===== src/rtl/tick_generator.sv =====
// tick_generator: multi-channel, runtime-programmable clock-enable generator.
// Each channel emits a registered single-cycle tick once per programmed period
// (D = max(divider, 1) enabled cycles). Dividers are rewritten through a
// valid/ready config port, either immediately (restart) or at the next period
// end (shadowed, flagged on pending).
//
// Optional feature: define TICK_FRAC_EN to add a per-channel fractional
// accumulator (cfg_frac port) that stretches some periods by one cycle so the
// average period becomes D + frac / 2^FRAC_WIDTH.
//
// Ports:
//   clock, reset    system clock, asynchronous active-high reset
//   enable          per-channel run enable (counter holds when low)
//   sync            pulse: phase-aligns all channels (counters to 0)
//   cfg_valid/ready config handshake; ready = !pending[cfg_channel]
//   cfg_channel     target channel (out-of-range writes accepted and dropped)
//   cfg_divider     new period in cycles (0 and 1 both tick every cycle)
//   cfg_restart     1: apply now and clear counter, 0: apply at period end
//   cfg_frac        fractional period part (TICK_FRAC_EN only)
//   tick            registered single-cycle tick per channel
//   pending         shadow divider waiting for period end
module tick_generator #(
    parameter int unsigned CHANNELS   = 4,
    parameter int unsigned DIV_WIDTH  = 16,
    parameter int unsigned RESET_DIV  = 25,
    parameter int unsigned FRAC_WIDTH = 8,
    localparam int unsigned CH_W      = (CHANNELS > 1) ? $clog2(CHANNELS) : 1
) (
    input  logic                  clock,
    input  logic                  reset,
    input  logic [CHANNELS-1:0]   enable,
    input  logic                  sync,
    input  logic                  cfg_valid,
    output logic                  cfg_ready,
    input  logic [CH_W-1:0]       cfg_channel,
    input  logic [DIV_WIDTH-1:0]  cfg_divider,
    input  logic                  cfg_restart,
`ifdef TICK_FRAC_EN
    input  logic [FRAC_WIDTH-1:0] cfg_frac,
`endif
    output logic [CHANNELS-1:0]   tick,
    output logic [CHANNELS-1:0]   pending
);

    if (CHANNELS < 1) begin : g_bad_channels
        $error("CHANNELS must be at least 1");
    end
    if (FRAC_WIDTH < 1) begin : g_bad_frac
        $error("FRAC_WIDTH must be at least 1");
    end
    if (DIV_WIDTH < 32 && (RESET_DIV >> DIV_WIDTH) != 0) begin : g_bad_reset_div
        $error("RESET_DIV does not fit DIV_WIDTH");
    end

    logic [DIV_WIDTH-1:0] count_q      [CHANNELS];
    logic [DIV_WIDTH-1:0] count_d      [CHANNELS];
    logic [DIV_WIDTH-1:0] active_div_q [CHANNELS];
    logic [DIV_WIDTH-1:0] active_div_d [CHANNELS];
    logic [DIV_WIDTH-1:0] shadow_div_q [CHANNELS];
    logic [DIV_WIDTH-1:0] shadow_div_d [CHANNELS];
    logic [CHANNELS-1:0]  pending_q, pending_d;
    logic [CHANNELS-1:0]  tick_q, tick_d;
    logic [CHANNELS-1:0]  wr_hit;
    logic [CHANNELS-1:0]  terminal;
    logic                 cfg_fire;

`ifdef TICK_FRAC_EN
    logic [FRAC_WIDTH-1:0] active_frac_q [CHANNELS];
    logic [FRAC_WIDTH-1:0] active_frac_d [CHANNELS];
    logic [FRAC_WIDTH-1:0] shadow_frac_q [CHANNELS];
    logic [FRAC_WIDTH-1:0] shadow_frac_d [CHANNELS];
    logic [FRAC_WIDTH-1:0] acc_q         [CHANNELS];
    logic [FRAC_WIDTH-1:0] acc_d         [CHANNELS];
    logic [FRAC_WIDTH:0]   frac_sum      [CHANNELS];
    logic [CHANNELS-1:0]   ext_q, ext_d;
`endif

    // Writes to a channel that does not exist are always accepted and dropped.
    always_comb begin
        cfg_ready = 1'b1;
        if (32'(cfg_channel) < CHANNELS) begin
            cfg_ready = !pending_q[cfg_channel];
        end
    end

    assign cfg_fire = cfg_valid && cfg_ready;

    always_comb begin
        for (int i = 0; i < CHANNELS; i++) begin
            logic [DIV_WIDTH-1:0] limit;
            wr_hit[i] = cfg_fire && (32'(cfg_channel) == i);
            limit = (active_div_q[i] == '0) ? '0 : active_div_q[i] - DIV_WIDTH'(1);
`ifdef TICK_FRAC_EN
            limit       = limit + DIV_WIDTH'(ext_q[i]);
            frac_sum[i] = {1'b0, acc_q[i]} + {1'b0, active_frac_q[i]};
`endif
            terminal[i] = (count_q[i] == limit);
        end
    end

    always_comb begin
        for (int i = 0; i < CHANNELS; i++) begin
            count_d[i]      = count_q[i];
            active_div_d[i] = active_div_q[i];
            shadow_div_d[i] = shadow_div_q[i];
            pending_d[i]    = pending_q[i];
            tick_d[i]       = 1'b0;
`ifdef TICK_FRAC_EN
            active_frac_d[i] = active_frac_q[i];
            shadow_frac_d[i] = shadow_frac_q[i];
            acc_d[i]         = acc_q[i];
            ext_d[i]         = ext_q[i];
`endif
            // A shadowed write is only accepted while pending is clear, so it
            // can never collide with the period-end application below.
            if (wr_hit[i] && !cfg_restart) begin
                shadow_div_d[i] = cfg_divider;
                pending_d[i]    = 1'b1;
`ifdef TICK_FRAC_EN
                shadow_frac_d[i] = cfg_frac;
`endif
            end
            if (wr_hit[i] && cfg_restart) begin
                active_div_d[i] = cfg_divider;
`ifdef TICK_FRAC_EN
                active_frac_d[i] = cfg_frac;
`endif
            end

            if (sync || (wr_hit[i] && cfg_restart)) begin
                count_d[i] = '0;
`ifdef TICK_FRAC_EN
                acc_d[i] = '0;
                ext_d[i] = 1'b0;
`endif
            end else if (!enable[i]) begin
                // hold
            end else if (terminal[i]) begin
                tick_d[i]  = 1'b1;
                count_d[i] = '0;
`ifdef TICK_FRAC_EN
                acc_d[i] = frac_sum[i][FRAC_WIDTH-1:0];
                ext_d[i] = frac_sum[i][FRAC_WIDTH];
`endif
                if (pending_q[i]) begin
                    active_div_d[i] = shadow_div_q[i];
                    pending_d[i]    = 1'b0;
`ifdef TICK_FRAC_EN
                    active_frac_d[i] = shadow_frac_q[i];
`endif
                end
            end else begin
                count_d[i] = count_q[i] + DIV_WIDTH'(1);
            end
        end
    end

    always_ff @(posedge clock or posedge reset) begin
        if (reset) begin
            for (int i = 0; i < CHANNELS; i++) begin
                count_q[i]      <= '0;
                active_div_q[i] <= DIV_WIDTH'(RESET_DIV);
                shadow_div_q[i] <= DIV_WIDTH'(RESET_DIV);
`ifdef TICK_FRAC_EN
                active_frac_q[i] <= '0;
                shadow_frac_q[i] <= '0;
                acc_q[i]         <= '0;
`endif
            end
            pending_q <= '0;
            tick_q    <= '0;
`ifdef TICK_FRAC_EN
            ext_q <= '0;
`endif
        end else begin
            for (int i = 0; i < CHANNELS; i++) begin
                count_q[i]      <= count_d[i];
                active_div_q[i] <= active_div_d[i];
                shadow_div_q[i] <= shadow_div_d[i];
`ifdef TICK_FRAC_EN
                active_frac_q[i] <= active_frac_d[i];
                shadow_frac_q[i] <= shadow_frac_d[i];
                acc_q[i]         <= acc_d[i];
`endif
            end
            pending_q <= pending_d;
            tick_q    <= tick_d;
`ifdef TICK_FRAC_EN
            ext_q <= ext_d;
`endif
        end
    end

    assign tick    = tick_q;
    assign pending = pending_q;

endmodule


===== config.mk =====
export PLATFORM = sky130hd
export DESIGN_NAME = tick_generator
export DESIGN_NICKNAME = d
export VERILOG_FILES = /design/src/rtl/tick_generator.sv
export SDC_FILE = /design/constraint.sdc
export NUM_CORES = 1
export LEC_CHECK = 0
export CAP_MARGIN = 20
export CORE_MARGIN = 3
export CORE_UTILIZATION = 58
export DETAILED_ROUTE_END_ITERATION = 10
export GPL_TIMING_DRIVEN = 0
export PLACE_DENSITY = 0.73
export SLEW_MARGIN = 20
export SYNTH_ARGS = -nofsm -noshare
export SYNTH_HDL_FRONTEND = slang
export SYNTH_SLANG_ARGS = --single-unit

===== constraint.sdc =====
create_clock -name clock -period 9.6 [get_ports clock]
set_input_delay 2.88 -clock clock [delete_from_list [all_inputs] [get_ports clock]]
set_output_delay 2.88 -clock clock [all_outputs]
set_load 0.02 [all_outputs]

# Yosys cells after proc, flatten, opt, wreduce, memory -nomap -nowiden
# Cells that the tools add are included.
# totals
regBits,200
output_inout_bits,9
inputBits,27
# op_classes
addsub,8
n_eq_ne,7
n_lt_le_gt_ge,1
n_mux,70
n_reduce_logical,28
# op_table
cell,count
$mux W16,36
$add A16 B1 Y16 const B,4
$eq A16 B16 Y1,4
$logic_not A16 Y1,4
$sub A16 B1 Y16 const B,4
$mux W1,33
$logic_and A1 B1 Y1,13
$reduce_bool A2 Y1,4
$eq A2 B2 Y1 const B,2
$logic_or A1 B1 Y1,4
$lt A2 B3 Y1 const B,1
$bmux W1 S2,1
$eq A2 B1 Y1 const B,1
$logic_not A1 Y1,2
$logic_not A2 Y1,1

# Depth between registers and ports, before layout
# Gate-level depths: netlist (run 1).
# depth
depth_word,11
depth_mapped,14

# Least setup slack after synthesis (run 1)
# OpenSTA, ideal clock, no wires.
# synth_timing
path_kind,in2out
start,input cfg_channel[0]
end,output cfg_ready
required_ps,6720
t_arrival_ps,3798
path_buffers,1
cell_stages,3
path_slack_ps,2922
path_cell_list,clkbuf_1 > mux4_2 > inv_1
# synth_via
elab_chain_len,3
# synth_lines
element,line_no,rtl
start: declaration,35,"input logic [CH_W-1:0] cfg_channel,"
$bmux W1 S2,82,cfg_ready = !pending_q[cfg_channel];
$mux W1 (implied by the code),82,
$logic_not A1 Y1,82,
end: declaration,34,"output logic cfg_ready,"
# Every way passes these cells. The select of a mux whose other input is x is not followed.

# Final worst setup path (run 1)
# Same ends and word-level chain as after synthesis.

==> flow_metrics.env, run 1 <==
export IMPL_yosys_area_top_type="dfrtp_1"
export IMPL_place_hpwl_um=22000
export IMPL_switching_share_pct=35.1
export IMPL_syn_area_um2=12700
export IMPL_worstPathCellList="clkbuf_1, mux4_2, inv_1, clkdlybuf4s50_1"
export IMPL_p_int_w=0.00215
export IMPL_clock_root_buffer="clkbuf_16"
export IMPL_final_cells=1657
export IMPL_p_per_area_nw_per_um2=236
export IMPL_final_antenna_net_count=0
export IMPL_startpoint_type="input port"
export IMPL_finalPower_w=0.00332
export IMPL_drcViolationCount=0
export IMPL_p_comb_share_pct=36.5
export IMPL_dieArea_um2=23700
export IMPL_cap_violations=0
export IMPL_slowest_stage="clkdlybuf4s50_1"
export IMPL_synth_async_reset_ratio_pct=100
export IMPL_clkLatencyLatePin_ns=0.44
export IMPL_first_pass_iters=7
export IMPL_core_area_um2=21300
export IMPL_worst_hold_slack_ns=0.486
export IMPL_num_vias=10300
export IMPL_max_stage_delay_ns=0.62
export IMPL_avgSynthCellArea_um2=9.65
export IMPL_peakVddDrop_uv=123
export IMPL_ios=36
export IMPL_worstHoldPathType="register to register"
export IMPL_cts_tree="done"
export IMPL_cp_end_kind="primary output"
export IMPL_maxSlewViolCount=0
export IMPL_crit_type="input port to primary output"
export IMPL_crit_arrival_ns=4.59
export IMPL_initial_utilization_pct=59.6
export IMPL_syn_inst=1315
export IMPL_diodes=0
export IMPL_p_seq_share_pct=39.6
export IMPL_drive_gt1_share_pct=16.9
export IMPL_ys_seq_elements=200
export IMPL_p_clk_share_pct=23.9
export IMPL_placementRows=53
export IMPL_post_drt_wl_per_cell_um=18.7
export IMPL_grt_pass1_vias=9887
export IMPL_crit_family="buffers and inverters"
export IMPL_synth_cell_types=85
export IMPL_relSlewSlack_pct=34.4
export IMPL_final_hold_viol_count=0
export IMPL_cts_buffer_depth=2
export IMPL_die_y_um=154
export IMPL_syn_to_final_growth_pct=11.0
export IMPL_max_freq_ghz=0.134
export IMPL_fin_crit_ns=7.47
export IMPL_grt_start_max_net_pins=91
export IMPL_place_inst=1625
export IMPL_cts_resized=0
export IMPL_outcome="completed"
export IMPL_rsz0062_at_grt="false"
export IMPL_placed_cell_area_um2=13400
export IMPL_h_tree_depth=4
export IMPL_holdBufCountCts=0
export IMPL_cts_buffers=17
export IMPL_final_cell_mix="dfrtp_1 (176), mux2_2 (130), nand2_1 (98)"
export IMPL_setup_viol=0
export IMPL_path_clk_slew_ns=0.07
export IMPL_path_buf_inv=3
export IMPL_die_x_um=154
export IMPL_synth_nets=1350
export IMPL_synth_edf_count=0
export IMPL_skew_ns=0.0119
export IMPL_layout_nets=1404
export IMPL_place_gp_congestion=0.910
export IMPL_switchingPower_w=0.00116
export IMPL_wl_um=31000
export IMPL_yosysSeqAreaShare_pct=39.7
export IMPL_netlist_top_cells_area="dfrtp_1 (35%), mux2_2 (12%), dfstp_2 (5.0%)"
export IMPL_postCtsSetupBuffers=0
export IMPL_path_max_fanout=9
export IMPL_track_usage_pct=26.2
export IMPL_vias_per_cell=6.24
export IMPL_grt_antenna_before_repair=1
export IMPL_post_synth_top_area_fraction_pct=34.7
export IMPL_gr_total_overflow=0
export IMPL_grt_pass1_wl_um=51000
export IMPL_required_ns=6.72
export IMPL_fin_crit_sh_pct=77.9
export IMPL_worst_slew_pin_slew_ns=0.974
export IMPL_clock_sinks=200
export IMPL_final_area_um2=14100
export IMPL_ys_warn_count=0
export IMPL_dr_first_iter_drc_count=827
export IMPL_mostFrequentLayoutCell="dfrtp_1"
export IMPL_synth_flop_cell="dfrtp_1"
export IMPL_io_buffers=31
export IMPL_cellLeakagePower_nw=5.67
==> kinds of logic (layout without fill, tap and decap cells) <==
kind of cell,Yosys count,in the layout,synth area share [%]
AND/OR/NAND/NOR,515,515,22.1
AO/OA/AOI/OAI,204,204,11.3
flip-flops,200,200,39.7
multiplexers,189,189,16.7
buffers and inverters,118,185,3.79
XOR/XNOR,81,81,5.71
adder cells (fa/ha/maj),8,8,0.789
==> cell usage after synthesis (all sizes together) (7+ instances only) <==
| cell | number |
|---|---|
| or4 | 22 |
| nor3b | 15 |
| o21ai | 41 |
| nor4 | 30 |
| nand4 | 25 |
| clkbuf | 71 |
| nor4b | 10 |
| o31ai | 11 |
| mux2 | 165 |
| and3 | 21 |
| a31oi | 13 |
| nor3 | 33 |
| xnor2 | 48 |
| ha | 8 |
| inv | 29 |
| or3 | 28 |
| buf | 17 |
| or2 | 14 |
| nand2 | 98 |
| dfstp | 24 |
| o311ai | 15 |
| nand4b | 10 |
| a21o | 8 |
| dfrtp | 176 |
| mux2i | 23 |
| nand2b | 9 |
| and2 | 7 |
| xor2 | 32 |
| a21oi | 37 |
| nand3 | 77 |
| nor2 | 92 |
==> stage by stage <==
stage | worst slack, ns | util (%) | setup TNS [ns]
final | 2.13 | 66.2 | 0
after global routing | 2.09 | 66.2 | 0
after CTS | 2.14 | 66.2 | 0
after detailed placement | 2.14 | 63.1 | 0
after global placement | -1.30 | 62.7 | -223.86
after floorplan | 1.31 | - | 0
==> path summary, 6_finish.rpt <==
path,slack [ns],endpoint,from,cells past startpoint
max,2.13,cfg_ready,cfg_channel[0],4
max in group asynchronous,5.66,shadow_div_q[32],reset,4
min reg2reg,0.49,active_div_q[60],shadow_div_q[60],1
min,0.49,active_div_q[60],shadow_div_q[60],1
max reg2reg,5.54,active_div_q[30],active_div_q[16],12
min in group asynchronous,2.83,tick[2],reset,2
==> power by group through the flow <==
stage | clock network, W | logic (W) | registers (W)
floorplan | 0 | 0.000958 | 0.00126
finish | 0.000793 | 0.00121 | 0.00131
detailed placement | 0 | 0.00119 | 0.00132
global placement | 0 | 0.00115 | 0.00131
CTS | 0.000803 | 0.00120 | 0.00131
global route | 0.000836 | 0.00133 | 0.00135
==> flip-flops by register name, indices dropped and copies added, names as in the netlist <==
| signal | flops |
|---|---|
| active_div_q | 64 |
| shadow_div_q | 64 |
| tick | 4 |
| pending | 4 |
| count_q | 64 |
==> metal layers <==
| layer | part of all wire (%) | GRT usage [%] | vias to the layer above |
|---|---|---|---|
| met1 | 45 | 36.0 | 5063 |
| met3 | 4.3 | 4.08 | 53 |
| met4 | 2.4 | 7.70 | 2 |
| li1 | - | - | 4972 |
| met5 | 0.036 | 0 | - |
| met2 | 48 | 43.4 | 257 |
==> area by class of cell <==
class | count | area, µm²
inverters | 30 | 120
well taps | 275 | 344
fillers | 1745 | 7200
clock buffers | 21 | 450
multi-input cells | 997 | 7200
plain buffers | 88 | 369
flip-flops and latches | 200 | 5030
clock inverters | 11 | 194
repair buffers | 35 | 375
(Power assumes the default switching activity.)
==> inputs of run 2 (changes only) <==
==> constraint.sdc (replaced) <==
create_clock -name clock -period 7.2 [get_ports clock]
set_input_delay 2.16 -clock clock [delete_from_list [all_inputs] [get_ports clock]]
set_output_delay 2.16 -clock clock [all_outputs]
set_load 0.02 [all_outputs]
==> flow_metrics.env, run 2 (synthesis gave the netlist of run 1 again) <==
export IMPL_place_gp_congestion=0.915
export IMPL_worst_hold_slack_ns=0.483
export IMPL_p_seq_share_pct=40.7
export IMPL_rsz0062_at_grt="false"
export IMPL_postCtsSetupBuffers=0
export IMPL_path_clk_slew_ns=0.08
export IMPL_grt_pass1_vias=9973
export IMPL_num_vias=10400
export IMPL_clock_sinks=200
export IMPL_fin_crit_sh_pct=83.3
export IMPL_p_per_area_nw_per_um2=306
export IMPL_cts_buffer_depth=2
export IMPL_fin_crit_ns=6.00
export IMPL_max_freq_ghz=0.167
export IMPL_track_usage_pct=26.1
export IMPL_holdBufCountCts=0
export IMPL_wl_um=31100
export IMPL_maxSlewViolCount=0
export IMPL_p_comb_share_pct=37.4
export IMPL_cap_violations=0
export IMPL_path_max_fanout=9
export IMPL_cellLeakagePower_nw=5.66
export IMPL_multi_input_area_um2=7200
export IMPL_skew_ns=0.0130
export IMPL_ios=36
export IMPL_placementRows=53
export IMPL_crit_arrival_ns=3.84
export IMPL_switchingPower_w=0.00160
export IMPL_setup_viol=0
export IMPL_final_util_pct=66.1
export IMPL_p_clk_share_pct=21.9
export IMPL_place_hpwl_um=22700
export IMPL_outcome="completed"
export IMPL_startpoint_type="input port"
export IMPL_final_cell_mix="dfrtp_1 (176), mux2_2 (130), nand2_1 (98)"
export IMPL_cts_buffers=17
export IMPL_clock_root_buffer="clkbuf_16"
export IMPL_cts_resized=0
export IMPL_switching_share_pct=37.0
export IMPL_cts_tree="done"
export IMPL_die_y_um=154
export IMPL_pre_cts_ws_ns=1.19
export IMPL_initial_utilization_pct=59.6
export IMPL_dieArea_um2=23700
export IMPL_worstHoldPathType="register to register"
export IMPL_core_area_um2=21300
export IMPL_layout_nets=1408
export IMPL_die_x_um=154
export IMPL_fillers=1762
export IMPL_cp_end_kind="primary output"
export IMPL_io_buffers=31
export IMPL_worst_slew_pin_slew_ns=1.20
export IMPL_grt_antenna_before_repair=0
export IMPL_syn_to_final_growth_pct=10.9
export IMPL_p_int_w=0.00272
export IMPL_diodes=0
export IMPL_crit_type="input port to primary output"
export IMPL_tns_ns=0
export IMPL_drcViolationCount=0
export IMPL_grt_pass1_wl_um=50900
export IMPL_dr_first_iter_drc_count=585
export IMPL_grt_start_max_net_pins=36
export IMPL_worst_slack_ns=1.20
export IMPL_post_drt_wl_per_cell_um=18.7
export IMPL_required_ns=5.04
export IMPL_drive_gt1_share_pct=17.4
export IMPL_peakVddDrop_uv=161
export IMPL_regArea_um2=5030
export IMPL_final_antenna_net_count=0
export IMPL_final_hold_viol_count=0
export IMPL_relSlewSlack_pct=19.5
export IMPL_clkLatencyLatePin_ns=0.45
export IMPL_h_tree_depth=4
export IMPL_first_pass_iters=5
export IMPL_reg_largest_list="active_div_q x64, count_q x64, shadow_div_q x64"
export IMPL_vias_per_cell=6.29
export IMPL_mostFrequentLayoutCell="dfrtp_1"
export IMPL_gr_total_overflow=0
## run 2: path summary, 6_finish.rpt
check / startpoint / endpoint / cells after the start / slack, ns
hold / removal: shadow_div_q[2] / active_div_q[2] / 1 / 0.48
min in group asynchronous: reset / active_div_q[26] / 2 / 2.12
setup / recovery: cfg_channel[0] / cfg_ready / 4 / 1.20
max in group asynchronous: reset / active_div_q[52] / 5 / 3.97
setup reg to reg: active_div_q[17] / active_div_q[21] / 12 / 3.01
hold reg to reg: shadow_div_q[2] / active_div_q[2] / 1 / 0.48
## run 2: metal layers
layer / track usage [%] / vias up / wire (µm)
met5: 0 / - / 0
met2: 43.6 / 244 / 14900
met1: 35.8 / 5158 / 14200
met3: 3.35 / 56 / 1310
li1: - / 4983 / -
met4: 7.91 / 0 / 704
## run 2: final cells by class
type	instances	area share [%]
Clock buffer	18	3.12
Multi-Input combinational cell	997	51.1
Clock inverter	14	0.933
Tap cell	275	2.44
Timing Repair Buffer	39	3.18
Inverter	30	0.827
Sequential cell	200	35.8
Buffer	88	2.62
## run 2: power by group through the flow
stage / logic, W / clock network [W] / registers (W)
4_1_cts: 0.00161 / 0.000951 / 0.00175
3_3_place_gp: 0.00154 / 0 / 0.00174
5_1_grt: 0.00178 / 0.000999 / 0.00180
6_report: 0.00161 / 0.000943 / 0.00175
3_5_place_dp: 0.00159 / 0 / 0.00176
2_1_floorplan: 0.00128 / 0 / 0.00167
## run 2: worst max-delay path: stages
cell	delay, ns
clkbuf_1	0.36
mux4_2	0.58
inv_1	0.12
clkdlybuf4s50_1	0.61
## run 2: per-stage QoR
step | power [W] | cells | cell area, µm²
after global placement | 0.00329 | 1621 | 13400
after floorplan | 0.00295 | 1315 | 12700
after detailed placement | 0.00336 | 1629 | 13500
after CTS | 0.00430 | 1661 | 14100
final | 0.00431 | 1661 | 14100
after global routing | 0.00457 | 1661 | 14100
